===== src/rtl/mmio_uart_tx_if.sv =====
// CPU data-bus slice seen by the memory-mapped UART transmitter.
// The core drives address/strobe/data; the peripheral returns hit and read data.
interface mmio_uart_tx_if;
   logic        we;
   logic [31:0] a;
   logic [31:0] wd;
   logic        hit;
   logic [31:0] rd;

   modport master (
      output we,
      output a,
      output wd,
      input  hit,
      input  rd
   );

   modport slave (
      input  we,
      input  a,
      input  wd,
      output hit,
      output rd
   );
endinterface


===== src/rtl/mmio_uart_tx.sv =====
// Memory-mapped 8N1 UART transmitter with a store FIFO.
// TXDATA at BASE+0 queues a byte; STATUS at BASE+4 reports count/ovf/full/empty/busy.
module mmio_uart_tx #(
   parameter logic [31:0] BASE_ADDR    = 32'h1000_0000,
   parameter int unsigned CLKS_PER_BIT = 16,
   parameter int unsigned FIFO_DEPTH   = 8
) (
   input  logic          clk,
   input  logic          reset,
   mmio_uart_tx_if.slave bus,
   output logic          tx,
   output logic          busy
);

   localparam int unsigned PW = $clog2(FIFO_DEPTH);
   localparam int unsigned CW = PW + 1;
   localparam int unsigned BW = (CLKS_PER_BIT > 1) ? $clog2(CLKS_PER_BIT) : 1;

   typedef enum logic [1:0] {StIdle, StStart, StData, StStop} state_e;

   state_e        state_q;
   logic [BW-1:0] baud_q;
   logic [2:0]    bit_q;
   logic [7:0]    shift_q;
   logic          tx_q;

   logic [7:0]    mem_q [FIFO_DEPTH];
   logic [PW-1:0] wr_ptr_q, rd_ptr_q;
   logic [CW-1:0] count_q, count_d;
   logic          ovf_q;

   logic          empty, full, baud_end, pop, push_req, push, ovf_clr;
   logic [7:0]    head, count_byte;
   logic [31:0]   status;
   logic          unused_bits;

   assign unused_bits = ^{bus.a[1:0], bus.wd[31:8]};

   assign bus.hit    = (bus.a[31:3] == BASE_ADDR[31:3]);
   assign empty      = (count_q == '0);
   assign full       = (count_q == CW'(FIFO_DEPTH));
   assign baud_end   = (baud_q == BW'(CLKS_PER_BIT - 1));
   assign head       = mem_q[rd_ptr_q];
   assign busy       = (state_q != StIdle) | ~empty;
   assign tx         = tx_q;
   assign count_byte = 8'(count_q);

   // The shifter loads from IDLE, or at the last STOP cycle to chain frames without a gap.
   assign pop      = ~empty & ((state_q == StIdle) | ((state_q == StStop) & baud_end));
   assign push_req = bus.we & bus.hit & ~bus.a[2];
   assign push     = push_req & (~full | pop);
   assign ovf_clr  = bus.we & bus.hit & bus.a[2] & bus.wd[3];

   assign status = {20'b0, count_byte, ovf_q, full, empty, busy};
   assign bus.rd = (bus.hit & bus.a[2]) ? status : 32'b0;

   always_comb begin
      count_d = count_q;
      case ({push, pop})
         2'b10:   count_d = count_q + 1'b1;
         2'b01:   count_d = count_q - 1'b1;
         default: count_d = count_q;
      endcase
   end

   always_ff @(posedge clk) begin
      if (push) mem_q[wr_ptr_q] <= bus.wd[7:0];
   end

   always_ff @(posedge clk) begin
      if (!reset) begin
         wr_ptr_q <= '0;
         rd_ptr_q <= '0;
         count_q  <= '0;
         ovf_q    <= 1'b0;
      end else begin
         if (push) wr_ptr_q <= wr_ptr_q + 1'b1;
         if (pop)  rd_ptr_q <= rd_ptr_q + 1'b1;
         count_q <= count_d;
         if (push_req & ~push) ovf_q <= 1'b1;
         else if (ovf_clr)     ovf_q <= 1'b0;
      end
   end

   always_ff @(posedge clk) begin
      if (!reset) begin
         state_q <= StIdle;
         baud_q  <= '0;
         bit_q   <= '0;
         shift_q <= '0;
         tx_q    <= 1'b1;
      end else begin
         case (state_q)
            StIdle: begin
               tx_q   <= 1'b1;
               baud_q <= '0;
               if (pop) begin
                  shift_q <= head;
                  state_q <= StStart;
                  tx_q    <= 1'b0;
               end
            end
            StStart: begin
               if (baud_end) begin
                  baud_q  <= '0;
                  bit_q   <= '0;
                  state_q <= StData;
                  tx_q    <= shift_q[0];
               end else begin
                  baud_q <= baud_q + 1'b1;
               end
            end
            StData: begin
               if (baud_end) begin
                  baud_q <= '0;
                  if (bit_q == 3'd7) begin
                     state_q <= StStop;
                     tx_q    <= 1'b1;
                  end else begin
                     bit_q   <= bit_q + 1'b1;
                     shift_q <= {1'b0, shift_q[7:1]};
                     tx_q    <= shift_q[1];
                  end
               end else begin
                  baud_q <= baud_q + 1'b1;
               end
            end
            StStop: begin
               if (baud_end) begin
                  baud_q <= '0;
                  if (pop) begin
                     shift_q <= head;
                     state_q <= StStart;
                     tx_q    <= 1'b0;
                  end else begin
                     state_q <= StIdle;
                     tx_q    <= 1'b1;
                  end
               end else begin
                  baud_q <= baud_q + 1'b1;
               end
            end
            default: begin
               state_q <= StIdle;
               tx_q    <= 1'b1;
            end
         endcase
      end
   end

endmodule


===== src/flat_wrapper.sv =====
// flat-port wrapper written by rule: the top's interface ports become plain ports
module mmio_uart_tx_flat 
#(
   parameter logic [31:0] BASE_ADDR    = 32'h1000_0000,
   parameter int unsigned CLKS_PER_BIT = 16,
   parameter int unsigned FIFO_DEPTH   = 8
)
  (clk, reset, tx, busy, bus_we, bus_a, bus_wd, bus_hit, bus_rd);
  mmio_uart_tx_if bus_i ();
  input  logic clk;
  input  logic reset;
  output logic tx;
  output logic busy;
  input wire logic [$bits(bus_i.we)-1:0] bus_we;
  input wire logic [$bits(bus_i.a)-1:0] bus_a;
  input wire logic [$bits(bus_i.wd)-1:0] bus_wd;
  output wire logic [$bits(bus_i.hit)-1:0] bus_hit;
  output wire logic [$bits(bus_i.rd)-1:0] bus_rd;
  assign bus_i.we = bus_we;
  assign bus_i.a = bus_a;
  assign bus_i.wd = bus_wd;
  assign bus_hit = bus_i.hit;
  assign bus_rd = bus_i.rd;
  mmio_uart_tx #(.BASE_ADDR(BASE_ADDR), .CLKS_PER_BIT(CLKS_PER_BIT), .FIFO_DEPTH(FIFO_DEPTH)) u_core (.clk(clk), .reset(reset), .bus(bus_i), .tx(tx), .busy(busy));
endmodule

===== config.mk =====
export PLATFORM = sky130hd
export DESIGN_NAME = mmio_uart_tx_flat
export DESIGN_NICKNAME = d
export VERILOG_FILES = /design/src/rtl/mmio_uart_tx_if.sv /design/src/rtl/mmio_uart_tx.sv /design/src/flat_wrapper.sv
export SDC_FILE = /design/constraint.sdc
export NUM_CORES = 1
export LEC_CHECK = 0
export ABC_AREA = 1
export CORE_MARGIN = 5
export CORE_UTILIZATION = 44
export CTS_CLUSTER_DIAMETER = 120
export DETAILED_ROUTE_END_ITERATION = 12
export DONT_BUFFER_PORTS = 1
export SLEW_MARGIN = 20
export SYNTH_ARGS = -nofsm -noshare
export SYNTH_HDL_FRONTEND = slang
export SYNTH_SLANG_ARGS = --single-unit

===== constraint.sdc =====
create_clock -name clk -period 1.95 [get_ports clk]
set_input_delay 0.2925 -clock clk [delete_from_list [all_inputs] [get_ports clk]]
set_output_delay 0.2925 -clock clk [all_outputs]
set_load 0.02 [all_outputs]

# [After elaboration in Yosys (flattened, before gate mapping)]
# Memory sizes are Yosys's and may differ from the RTL's. A register that Yosys moved wholly into a read port is not among the register bits.
# Index checks and enable logic that the tools add are counted.
[totals] regBits=29 latchBits=0 mem_bits_rw=64 rom_bits=0 inputBits=67 output_inout_bits=35 wordCells=91 mem_count=1
[mem_list] memory="u_core.mem_q" words=8 word_bits=8 read_ports=1 rd_clocked_by_memory_dff=1 write_ports=1 line="mmio_uart_tx.sv:27" text="logic [7:0] mem_q [FIFO_DEPTH];"
[op_classes] add_sub_neg=6 mul=0 n_div=0 n_lt_le_gt_ge=0 eq_ne=15 shift=0 n_mux=32 bitwise=16 n_reduce_logical=12
[op_table] cell="$mux 8" n=5
[op_table] cell="$eq 29x26->1 const B" n=1
[op_table] cell="$pmux 8 s3" n=1
[op_table] cell="$pmux 4 s2" n=2
[op_table] cell="$mux 3" n=5
[op_table] cell="$mux 1" n=10
[op_table] cell="$mux 2" n=5
[op_table] cell="$ne 2x1->1 const B" n=5
[op_table] cell="$add 3x1->3 const B" n=3
[op_table] cell="$and 1x1->1" n=9
[op_table] cell="$add 4x1->4 const B" n=2
[op_table] cell="$eq 4x4->1 const B" n=2
[op_table] cell="$pmux 2 s4" n=1
[op_table] cell="$reduce_and 4->1" n=2
[op_table] cell="$reduce_bool 2->1" n=4
[op_table] cell="$eq 2x2->1 const B" n=3
[op_table] cell="$pmux 3 s2" n=1
[op_table] cell="$reduce_and 5->1" n=1
[op_table] cell="$eq 2x1->1 const B" n=2
[op_table] cell="$logic_not 4->1" n=1
[op_table] cell="$mux 4" n=1
[op_table] cell="$not 1->1" n=4
[op_table] cell="$pmux 1 s4" n=1
[op_table] cell="$sub 4x1->4 const B" n=1
[op_table] cell="7 further kinds" n=9

# [Logic depth before layout (Yosys ltp)]
# Gate-level depths: netlist of run 1.
[depth] depth_word=9 mapped_depth=15 ltp_nobuf=15

# [Least setup slack after synthesis of run 1]
# Ideal clock, no wire load.
[synth_timing] kind="input to register" start="input bus_a[12]" end="memory u_core.mem_q[4][0] (enable)" setup_time_ps=383 t_arrival_ps=1817 setup_slack_ps=-250 stages=8 n_path_buf=0 path_cell_list="or2_1 -> nor2_1 -> nand2_1 -> nor2_4 -> nand3_2 -> inv_2 -> nand2_1 -> nor3_1"
[synth_between] elab_chain_len=6
[synth_lines] element="from (decl)" line="flat_wrapper.sv:15" text="input wire logic [$bits(bus_i.a)-1:0] bus_a;"
[synth_lines] element="$eq 29x26->1" line="mmio_uart_tx.sv:39" text="assign bus.hit = (bus.a[31:3] == BASE_ADDR[31:3]);"
[synth_lines] element="via bus_hit" line="flat_wrapper.sv:17" text="output wire logic [$bits(bus_i.hit)-1:0] bus_hit;"
[synth_lines] element="$and 1x1->1 (2 in series)" line="mmio_uart_tx.sv:50" text="assign push_req = bus.we & bus.hit & ~bus.a[2];"
[synth_lines] element="$and 1x1->1" line="mmio_uart_tx.sv:51" text="assign push = push_req & (~full | pop);"
[synth_lines] element="$mux 1" line="mmio_uart_tx.sv:67" text="if (push) mem_q[wr_ptr_q] <= bus.wd[7:0];"
[synth_lines] element="$mux 1 (implied by the code)" line="mmio_uart_tx.sv:67"
[synth_lines] element="to (decl)" line="mmio_uart_tx.sv:27"
# The timed path passes the listed nets, and every way through them passes these cells.

# [Worst setup path after layout of run 1]
[layout_timing] start="register u_core.baud_q[0]" end="register u_core.count_q[2]"
[layout_between] elab_chain_len=8 word_cells_on_any_way=10 cone_classes="eq/ne: 3; mux: 1; bitwise: 5; reduce/logical: 1"
[layout_lines] element="from (decl)" line="mmio_uart_tx.sv:22" text="logic [BW-1:0] baud_q;"
[layout_lines] element="from (signal assigned)" line="mmio_uart_tx.sv:110" text="baud_q <= baud_q + 1'b1;"
[layout_lines] element="from (signal assigned)" line="mmio_uart_tx.sv:125" text="baud_q <= baud_q + 1'b1;"
[layout_lines] element="from (signal assigned)" line="mmio_uart_tx.sv:140" text="baud_q <= baud_q + 1'b1;"
[layout_lines] element="$eq 4x4->1 *" line="mmio_uart_tx.sv:42" text="assign baud_end = (baud_q == BW'(CLKS_PER_BIT - 1));"
[layout_lines] element="$and 1x1->1 *" line="mmio_uart_tx.sv:49" text="assign pop = ~empty & ((state_q == StIdle) | ((state_q == StStop) & baud_end));"
[layout_lines] element="$or 1x1->1 *" line="mmio_uart_tx.sv:49"
[layout_lines] element="$and 1x1->1 *" line="mmio_uart_tx.sv:49"
[layout_lines] element="$or 1x1->1" line="mmio_uart_tx.sv:51"
[layout_lines] element="$and 1x1->1" line="mmio_uart_tx.sv:51"
[layout_lines] element="$eq 2x1->1 or $eq 2x2->1 (tied branches)" line="mmio_uart_tx.sv:59" text="case ({push, pop})"
[layout_lines] element="$pmux 4 s2 or $reduce_bool 2->1 (tied branches)"
[layout_lines] element="to (signal assigned)" line="mmio_uart_tx.sv:79" text="count_q <= count_d;"
[layout_lines] element="to (decl)" line="mmio_uart_tx.sv:29" text="logic [CW-1:0] count_q, count_d;"
# Mark *: on every way between the ends. The rest lies on a longest branch, timed or not.
# A chain may end at the register's enable or synchronous reset.

==> summary.txt, run 1 <==
Outcome
  – Status: finished with violations
  – Violated checks: negative setup slack

CTS
  – CTS tree: done
  – Clk buf depth: 2
  – Worst-skew pair later-pin latency: 0.37 ns
  – Root Driver: clkbuf_8
  – CTS Sinks: 96
  – H-tree depth: 3
  – Clock transition at path regs: 0.10 ns
  – CTS Buf Count: 9

Global routing
  – Largest net degree at the start of global routing: 33
  – GR Overflow Total: 0
  – Vias in the first global route: 3122
  – First-pass GRT wire length: 15300 microns
  – Total track usage: 15.4%
  – Initial antenna violation count: 0

Setup path
  – Critical Path RT: 2.22 ns
  – WP data arrival: 2.22 ns
  – Crit-path max FO: 3
  – Nature of the critical path endpoint: register
  – Crit Path Class: reg -> reg
  – CP startpoint kind: register

Die
  – Core Area: 10100 sq um
  – # rows: 37
  – Die X: 111 microns
  – IO Pins: 102
  – Initial Util: 44.5%
  – Die area: 12400 sq um
  – Die H: 111 microns

Detailed routing
  – ANT nets after route: 0
  – Total wire length: 9520 microns
  – DR pass1 iterations: 4
  – Via count: 3316
  – WL per Instance: 13.8 microns
  – Detailed Route Iter0 Violations: 163
  – Via density per instance: 4.82
  – Residual DRC: 0

Place
  – Gpl congestion: 0.770
  – IO Port Bufs: 0
  – DP HPWL: 6240 microns
  – Pre-CTS setup slack: -0.105 ns
  – Placed Area: 4900 sq um

Timing
  – Minimum clock period: 1.95 ns
  – Final Setup Violations: 1
  – Tcrit/Tclk final: 100%
  – FMAX: 512 MHz
  – Final max-slew violation count: 0
  – Final WS setup: -0.00223 ns
  – RSZ-0062 raised after global routing: true
  – Final Hold Viols: 0
  – Clk_skew: 0.0116 ns

Synthesis
  – Cell Area, Synth: 4510 sq um
  – Sequential fraction of the synthesis area: 56.8%
  – Library cells used by synthesis: 33
  – Yosys Warn Count: 0
  – Synth Area per Inst: 9.22 sq um
  – Seq cells post-synth: 96
  – Gate Count Post-Synth: 489

Layout
  – Final Cell Area: 5440 sq um
  – Layout cells sized above 1: 20.1%
  – Filler cells: 880
  – Synth-to-Final Area Change: 20.7%
  – Ant. Diodes: 0
  – Post-layout nets: 627

Job
  – Max cap viols: 0

Power
  – Worst vdd ir: 727 uV
  – Leak Pwr: 0.00219 uW
  – Power per Cell Area: 1250 nW/um^2

Worst hold path
  – Hold WC Path Type: in -> reg
## cells in the mapped netlist
cell type	count	share of area (%)
nand2_1	107	8.9
edfxtp_1	64	43
nor2_1	62	5.2
nand3_1	61	6.8
inv_1	37	3.1
dfxtp_1	32	14
buf_4	25	4.2
a21oi_1	21	2.3
o21ai_0	18	2.0
ha_1	13	3.6
clkbuf_1	10	0.83
inv_2	4	0.33
xor2_1	4	0.78
buf_2	3	0.33
nand2_2	3	0.42
nand3_2	3	0.67
nor3_1	3	0.33
nand4_1	2	0.28
o21bai_1	2	0.33
o22ai_1	2	0.28
a31oi_1	1	0.14
buf_6	1	0.25
conb_1	1	0.083
nand2_4	1	0.25
nor2_2	1	0.14
nor2_4	1	0.25
nor3_2	1	0.22
o211a_1	1	0.22
o21ai_2	1	0.19
o21ai_4	1	0.36
or2_1	1	0.14
or2_2	1	0.14
xnor2_1	1	0.19
## cell usage in the layout (no fill, tap or decap), types with 9 or more instances in the layout
master and n:
clkbuf_8 9, dfxtp_1 28, edfxtp_1 64, buf_4 45, nor2_1 59, o21ai_0 16
nand2_1 103, nand3_1 58, conb_1 24, dlygate4sd3_1 14, a21oi_1 19, inv_1 33
## cell families (layout without fill, tap and decap cells)
family                     after synthesis  after routing  share of synthesized area, %
and+or+nand+nor                        247            247                          23.7
AOI/OAI and AO/OA                       47             47                          5.85
other                                    1             24                        0.0832
DFF                                     96             96                          56.8
adders and majority gates               13             13                          3.61
xor gates and xnor gates                 5              5                         0.971
buffers and inverters                   80            120                          8.99
## through the flow
step | util (%) | power [uW] | std cells | setup TNS [ns] | hold slack, ns
after floorplan | - | 4270 | 512 | -0.0185 | 0.391
after global placement | 48.3 | 4920 | 655 | -0.358 | 0.392
after detailed placement | 48.3 | 4980 | 655 | -3.35 | 0.386
after CTS | 51.7 | 6640 | 677 | 0 | 0.0000319
after global routing | 53.7 | 7330 | 688 | -0.294 | 0.00135
final | 53.7 | 6830 | 688 | -0.00223 | 0.0269
## registers in the layout, summed over array words and instances (netlist names), 2 cells and up, named ones only
register	count
u_core.baud_q	4
u_core.bit_q	3
u_core.count_q	4
u_core.mem_q	64
u_core.rd_ptr_q	3
u_core.shift_q	8
u_core.state_q	2
u_core.wr_ptr_q	3
## repair_timing
item / 4_1_cts / 5_1_grt
setup buffers: 0 / 3
pin swaps: 1 / 8
resized for setup: 10 / 26
setup endpoints to repair: 68 / 69
hold buffers: 6 / 8
endpoints found under the hold margin: 17 / 46
## path summary, 6_finish.rpt
kind | endpoint | start | slack [ns] | cells past startpoint
worst max-delay path | u_core.count_q[2] | u_core.baud_q[0] | -0.002 | 13
worst min-delay path | u_core.mem_q[2][3] | bus_wd[3] | 0.03 | 0
worst max register to register | u_core.count_q[2] | u_core.baud_q[0] | -0.002 | 13
worst min register to register | register | u_core.rd_ptr_q[2] | 0.45 | 1
## report_power, final
group / total, uW / switching [uW] / internal (uW)
logic: 2810 / 1660 / 1150
registers: 2440 / 105 / 2330
clock network: 1580 / 714 / 867
## per-layer routing
| metal | GRT usage, % | routed length (microns) | vias up | share of wire [%] |
|---|---|---|---|---|
| li1 | - | - | 1684 | - |
| met1 | 20.1 | 4130 | 1529 | 43 |
| met2 | 25.4 | 4680 | 94 | 49 |
| met3 | 2.46 | 567 | 9 | 6.0 |
| met4 | 6.65 | 139 | 0 | 1.5 |
| met5 | 0 | 0 | - | 0 |
## critical path, cell delays in order, from the launching register on
cell and delay (ns):
dfxtp_2 0.37, ha_4 0.15, nand2_2 0.06, inv_2 0.06, nand3_2 0.08, nand3_4 0.12
nand3_4 0.08, ha_4 0.21, xor2_4 0.16, ha_2 0.18, a21oi_2 0.11, xnor2_1 0.09
o21ai_1 0.15, inv_1 0.05
## area by class of cell
class | instances | area, sq um | area share [%]
Sequential cell | 96 | 2570 | 47.2
Multi-Input combinational cell | 336 | 1780 | 32.6
Timing Repair Buffer | 63 | 523 | 9.61
Tap cell | 136 | 170 | 3.13
Inverter | 41 | 156 | 2.87
Clock buffer | 9 | 124 | 2.28
Clock inverter | 7 | 124 | 2.28
No activity file was read; power rests on OpenSTA's default activity.
==> run 2: changes to the inputs <==
--- a/config.mk
+++ b/config.mk
@@ -11,6 +11,7 @@
 export CTS_CLUSTER_DIAMETER = 120
 export DETAILED_ROUTE_END_ITERATION = 12
 export DONT_BUFFER_PORTS = 1
+export SETUP_SLACK_MARGIN = 0.1
 export SLEW_MARGIN = 20
 export SYNTH_ARGS = -nofsm -noshare
 export SYNTH_HDL_FRONTEND = slang
==> summary.txt, run 2 (same netlist as run 1, synthesis figures left out) <==
Timing
  – Minimum clock period: 1.93 ns
  – Smallest hold slack: 0.0180 ns
  – Setup TNS: 0 ns
  – Clk_skew: 0.00625 ns
  – FMAX: 519 MHz
  – Rel. slew slack: 62.3%
  – Final Hold Viols: 0
  – RSZ-0062 raised after global routing: true
  – Final Setup Violations: 0
  – Tcrit/Tclk final: 98.7%
  – Worst Max-Slew Pin Slew: 0.565 ns
  – Final max-slew violation count: 0

Outcome
  – Status: finished, final reports clean

Setup path
  – Crit Path Class: reg -> reg
  – CP startpoint kind: register
  – Worst R2R End: u_core.count_q[2]
  – Crit-path max FO: 3
  – Reg2Reg Depth: 13
  – R2R Setup Slk: 0.02 ns
  – Nature of the critical path endpoint: register
  – WP data arrival: 2.19 ns
  – Critical Path RT: 2.22 ns
  – Reg-to-Reg Start: u_core.state_q[0]
  – Launch point of the critical path: u_core.state_q[0]

Layout
  – Largest regs: u_core.mem_q: 64 flops, u_core.shift_q: 8 flops
  – Ant. Diodes: 0
  – Area of the multi-input gates: 1890 sq um
  – Most common cell after layout, fill and taps aside: nand2_1
  – Synth-to-Final Area Change: 21.6%
  – Sequential Area: 2570 sq um
  – Final Cell Area: 5490 sq um
  – Max reg flops: 64
  – Final cell count without fillers: 681
  – Post-layout nets: 620
  – Layout cells sized above 1: 22.2%
  – Commonest cells after routing, fill and taps aside: nand2_1, edfxtp_1, nand3_1
  – Largest Register: u_core.mem_q
  – Filler cells: 886
  – Final core occ: 54.1%

Global routing
  – GR Overflow Total: 0
  – Largest net degree at the start of global routing: 33
  – First-pass GRT wire length: 15000 microns
  – Initial antenna violation count: 0
  – Vias in the first global route: 3177
  – Total track usage: 15.2%

Die
  – Initial Util: 44.5%
  – Die X: 111 microns
  – Die H: 111 microns
  – IO Pins: 102
  – Die area: 12400 sq um
  – # rows: 37
  – Core Area: 10100 sq um

Detailed routing
  – Total wire length: 9570 microns
  – Residual DRC: 0
  – WL per Instance: 14.1 microns
  – ANT nets after route: 0
  – Detailed Route Iter0 Violations: 141
  – Via count: 3291
  – Via density per instance: 4.83
  – DR pass1 iterations: 4

Place
  – Placed Area: 4940 sq um
  – Gpl congestion: 0.739
  – Placed cell count: 655
  – IO Port Bufs: 0
  – DP HPWL: 6220 microns

CTS
  – H-tree depth: 3
  – CTS Buf Count: 9
  – CTS Sinks: 96
  – Root Driver: clkbuf_8
  – CTS tree: done
  – Clock transition at path regs: 0.09 ns
  – Worst-skew pair later-pin latency: 0.36 ns
  – Clk buf depth: 2

Worst hold path
  – Hold WC Path Type: in -> reg
  – Worst Hold Launch: bus_wd[0]
  – Hold path endpoint: u_core.mem_q[6][0]
  – Hold Path Depth: 0

Job
  – Max cap viols: 0

Power
  – Worst vdd ir: 625 uV
  – Leak Pwr: 0.00214 uW
  – Power per Cell Area: 1200 nW/um^2
[run 2: worst max-delay path by stage]
stage                               endpoint  slack, ns  cells after the start
after global placement    u_core.mem_q[5][2]      -0.07                     11
after CTS                  u_core.count_q[2]       0.04                     13
after global routing       u_core.count_q[3]       -0.1                     12
after floorplan            u_core.count_q[2]      -0.01                     12
after detailed placement   u_core.count_q[2]      -0.11                     13
final                      u_core.count_q[2]       0.02                     13
[run 2: area by class of cell]
class | instances | area share (%)
Clock buffer | 9 | 2.26
Clock inverter | 7 | 1.28
Inverter | 41 | 2.92
Multi-Input combinational cell | 336 | 34.5
Sequential cell | 96 | 46.9
Tap cell | 136 | 3.10
Timing Repair Buffer | 55 | 8.90
Timing Repair inverter | 1 | 0.137
[run 2: what timing repair did]
| action | in CTS | in global routing |
|---|---|---|
| buffers inserted | 2 | 2 |
| resized for setup | 20 | 46 |
| pin swaps | 7 | 8 |
| hold buffers | 0 | 5 |
| hold endpoints to repair | 0 | 30 |
| gates cloned | 0 | 1 |
| endpoints found under the setup margin | 68 | 85 |
[run 2: report_power, final]
group / switching, uW / internal [uW]
registers: 125 / 2330
logic: 1700 / 1120
clock network: 691 / 595
total: 2520 / 4050
[run 2: worst max-delay path, cell delays in order, from the launching register on]
cell	delay, ns
dfxtp_4	0.38
inv_1	0.06
ha_1	0.22
inv_2	0.11
o21ai_2	0.07
nand2_2	0.08
inv_2	0.06
ha_4	0.18
xor2_4	0.16
ha_4	0.17
a21oi_4	0.11
xnor2_1	0.07
o21ai_1	0.12
inv_1	0.05
[run 2: per-stage QoR]
stage               setup WS [ns]  power, uW
floorplan                 -0.0136       4280
finish                     0.0244       6570
CTS                        0.0446       6300
global route              -0.0994       7030
detailed placement         -0.109       4940
global placement          -0.0664       4870
[run 2: per-layer routing]
layer  vias up  part of all wire, %  global-route usage (%)
met4         0                  2.0                    6.65
met3        13                  7.5                    2.18
met5         -                    0                       0
met2       109                   50                    26.3
li1       1674                    -                       -
met1      1495                   41                    18.9
==> run 3: changes to the inputs <==
--- a/config.mk
+++ b/config.mk
@@ -11,6 +11,7 @@
 export CTS_CLUSTER_DIAMETER = 120
 export DETAILED_ROUTE_END_ITERATION = 12
 export DONT_BUFFER_PORTS = 1
+export REMOVE_ABC_BUFFERS = 1
 export SETUP_SLACK_MARGIN = 0.1
 export SLEW_MARGIN = 20
 export SYNTH_ARGS = -nofsm -noshare
==> summary.txt, run 3 (same netlist as run 1, synthesis figures left out) <==
Outcome
  – Status: finished, final reports clean

Layout
  – Ant. Diodes: 0
  – Layout cells sized above 1: 23.1%
  – Commonest cells after routing, fill and taps aside: nand2_1, edfxtp_1, nand3_1
  – Post-layout nets: 638
  – Largest regs: u_core.mem_q: 64 flops, u_core.shift_q: 8 flops
  – Final core occ: 55.1%
  – Largest Register: u_core.mem_q
  – Synth-to-Final Area Change: 23.9%
  – Most common cell after layout, fill and taps aside: nand2_1
  – Max reg flops: 64

Die
  – Core Area: 10100 sq um
  – Die H: 111 microns
  – # rows: 37
  – IO Pins: 102
  – Initial Util: 44.5%
  – Die X: 111 microns
  – Die area: 12400 sq um

Setup path
  – Most Frequent Cell on Critical Path: ha_4
  – CP max stage delay: 0.36 ns
  – WP data arrival: 2.19 ns
  – CP startpoint kind: register
  – Crit Path Class: reg -> reg
  – CP max-delay cell: dfxtp_2
  – Crit-path max FO: 3
  – Critical Path RT: 2.23 ns
  – Critical-path cell list: ha_4, nand2_2, inv_2, nand3_2, nand3_2, nand3_4, ha_4, xor2_4, ha_4, a21oi_2, xnor2_1, o21ai_1, inv_1
  – Nature of the critical path endpoint: register

Power
  – Worst vdd ir: 486 uV
  – Power per Cell Area: 1190 nW/um^2
  – Leak Pwr: 0.00221 uW

Global routing
  – Vias in the first global route: 3385
  – M2 GR Usage: 26.8%
  – First-pass GRT wire length: 15900 microns
  – GR peak layer: met2
  – Initial antenna violation count: 0
  – GR Overflow Total: 0
  – Met1 Use GR: 20.9%
  – Largest net degree at the start of global routing: 33
  – M3 GR Usage: 3.60%
  – Total track usage: 16.2%

Detailed routing
  – Detailed Route Iter0 Violations: 162
  – Residual DRC: 0
  – Via density per instance: 4.82
  – ANT nets after route: 0
  – WL per Instance: 14.3 microns
  – Via count: 3366
  – Total wire length: 10000 microns
  – DR pass1 iterations: 4

Timing
  – FMAX: 521 MHz
  – Final max-slew violation count: 0
  – Clk_skew: 0.0101 ns
  – RSZ-0062 raised after global routing: true
  – Final WS setup: 0.0319 ns
  – Minimum clock period: 1.92 ns
  – Tcrit/Tclk final: 98.4%
  – Final Hold Viols: 0
  – Setup TNS: 0 ns
  – Final Setup Violations: 0

CTS
  – Clk buf depth: 2
  – Clock transition at path regs: 0.09 ns
  – CTS tree: done
  – Worst-skew pair later-pin latency: 0.37 ns
  – H-tree depth: 3
  – Root Driver: clkbuf_8
  – CTS Sinks: 96
  – CTS Buf Count: 9

Place
  – IO Port Bufs: 0
  – DP HPWL: 6530 microns
  – Gpl congestion: 0.857
  – Pre-CTS setup slack: -0.146 ns

Worst hold path
  – Hold WC Path Type: in -> reg

Job
  – Max cap viols: 0
==> run 3: changes by cell type in the layout (fill, tap and decap cells not counted), sizes merged <==
cell,change
buf,+8
nand2,+1
inv,+2
clkbuf,+1
bufinv,-1
dlygate4sd3,+10
clkinv,-3
==> run 3: final timing paths <==
| kind | startpoint | depth (start not counted) | slack, ns | end |
|---|---|---|---|---|
| max | u_core.baud_q[1] | 13 | 0.03 | u_core.count_q[2] |
| min | reset | 1 | 0.02 | u_core.tx |
| min reg2reg | u_core.rd_ptr_q[2] | 1 | 0.46 | u_core.rd_ptr_q[2] |
| max reg2reg | u_core.baud_q[1] | 13 | 0.03 | u_core.count_q[2] |
==> run 3: metal layers <==
layer | part of all wire (%) | routed length, microns
met1 | 43 | 4330
met2 | 49 | 4890
met3 | 6.3 | 627
met4 | 1.6 | 161
met5 | 0 | 0
==> run 3: final cells by class <==
class	instances	area (sq um)
fill	884	4550
sequential	96	2570
clock inverter	6	51.3
clock buffer	10	128
timing repair buffer	73	639
inverter	41	161
multi-input combinational	337	1870
tap	136	170
==> run 3: timing repair <==
action | 4_1_cts | 5_1_grt
hold buffers | 8 | 7
gates cloned | 0 | 1
hold endpoints to repair | 32 | 29
setup buffers | 1 | 3
setup endpoints to repair | 72 | 87
pin swaps | 8 | 12
resized for setup | 32 | 42
==> run 3: stage by stage <==
| stage | std cells | area, sq um | total power [uW] | hold slack [ns] |
|---|---|---|---|---|
| finish | 699 | 5590 | 6620 | 0.0240 |
| global route | 699 | 5590 | 7160 | 0.00379 |
| CTS | 688 | 5300 | 6300 | 0.00144 |
| detailed placement | 663 | 4930 | 4960 | 0.387 |
| global placement | 663 | 4930 | 4920 | 0.386 |
| floorplan | 473 | 4340 | 4070 | 0.377 |
==> run 3: power by group <==
group	leakage [uW]	switching [uW]	internal, uW
Sequential	0.000838	94.1	2330
Clock	0.0000814	725	482
Combinational	0.00129	1740	1250
==> run 3: worst max-delay path, delay by kind of cell, from the launching register on <==
kind	cells	cell delay (ns)
adder cells (fa/ha/maj)	3	0.55
AO/OA/AOI/OAI	2	0.22
buffers and inverters	2	0.11
flip-flops	1	0.36
AND/OR/NAND/NOR	4	0.34
XOR/XNOR	2	0.26
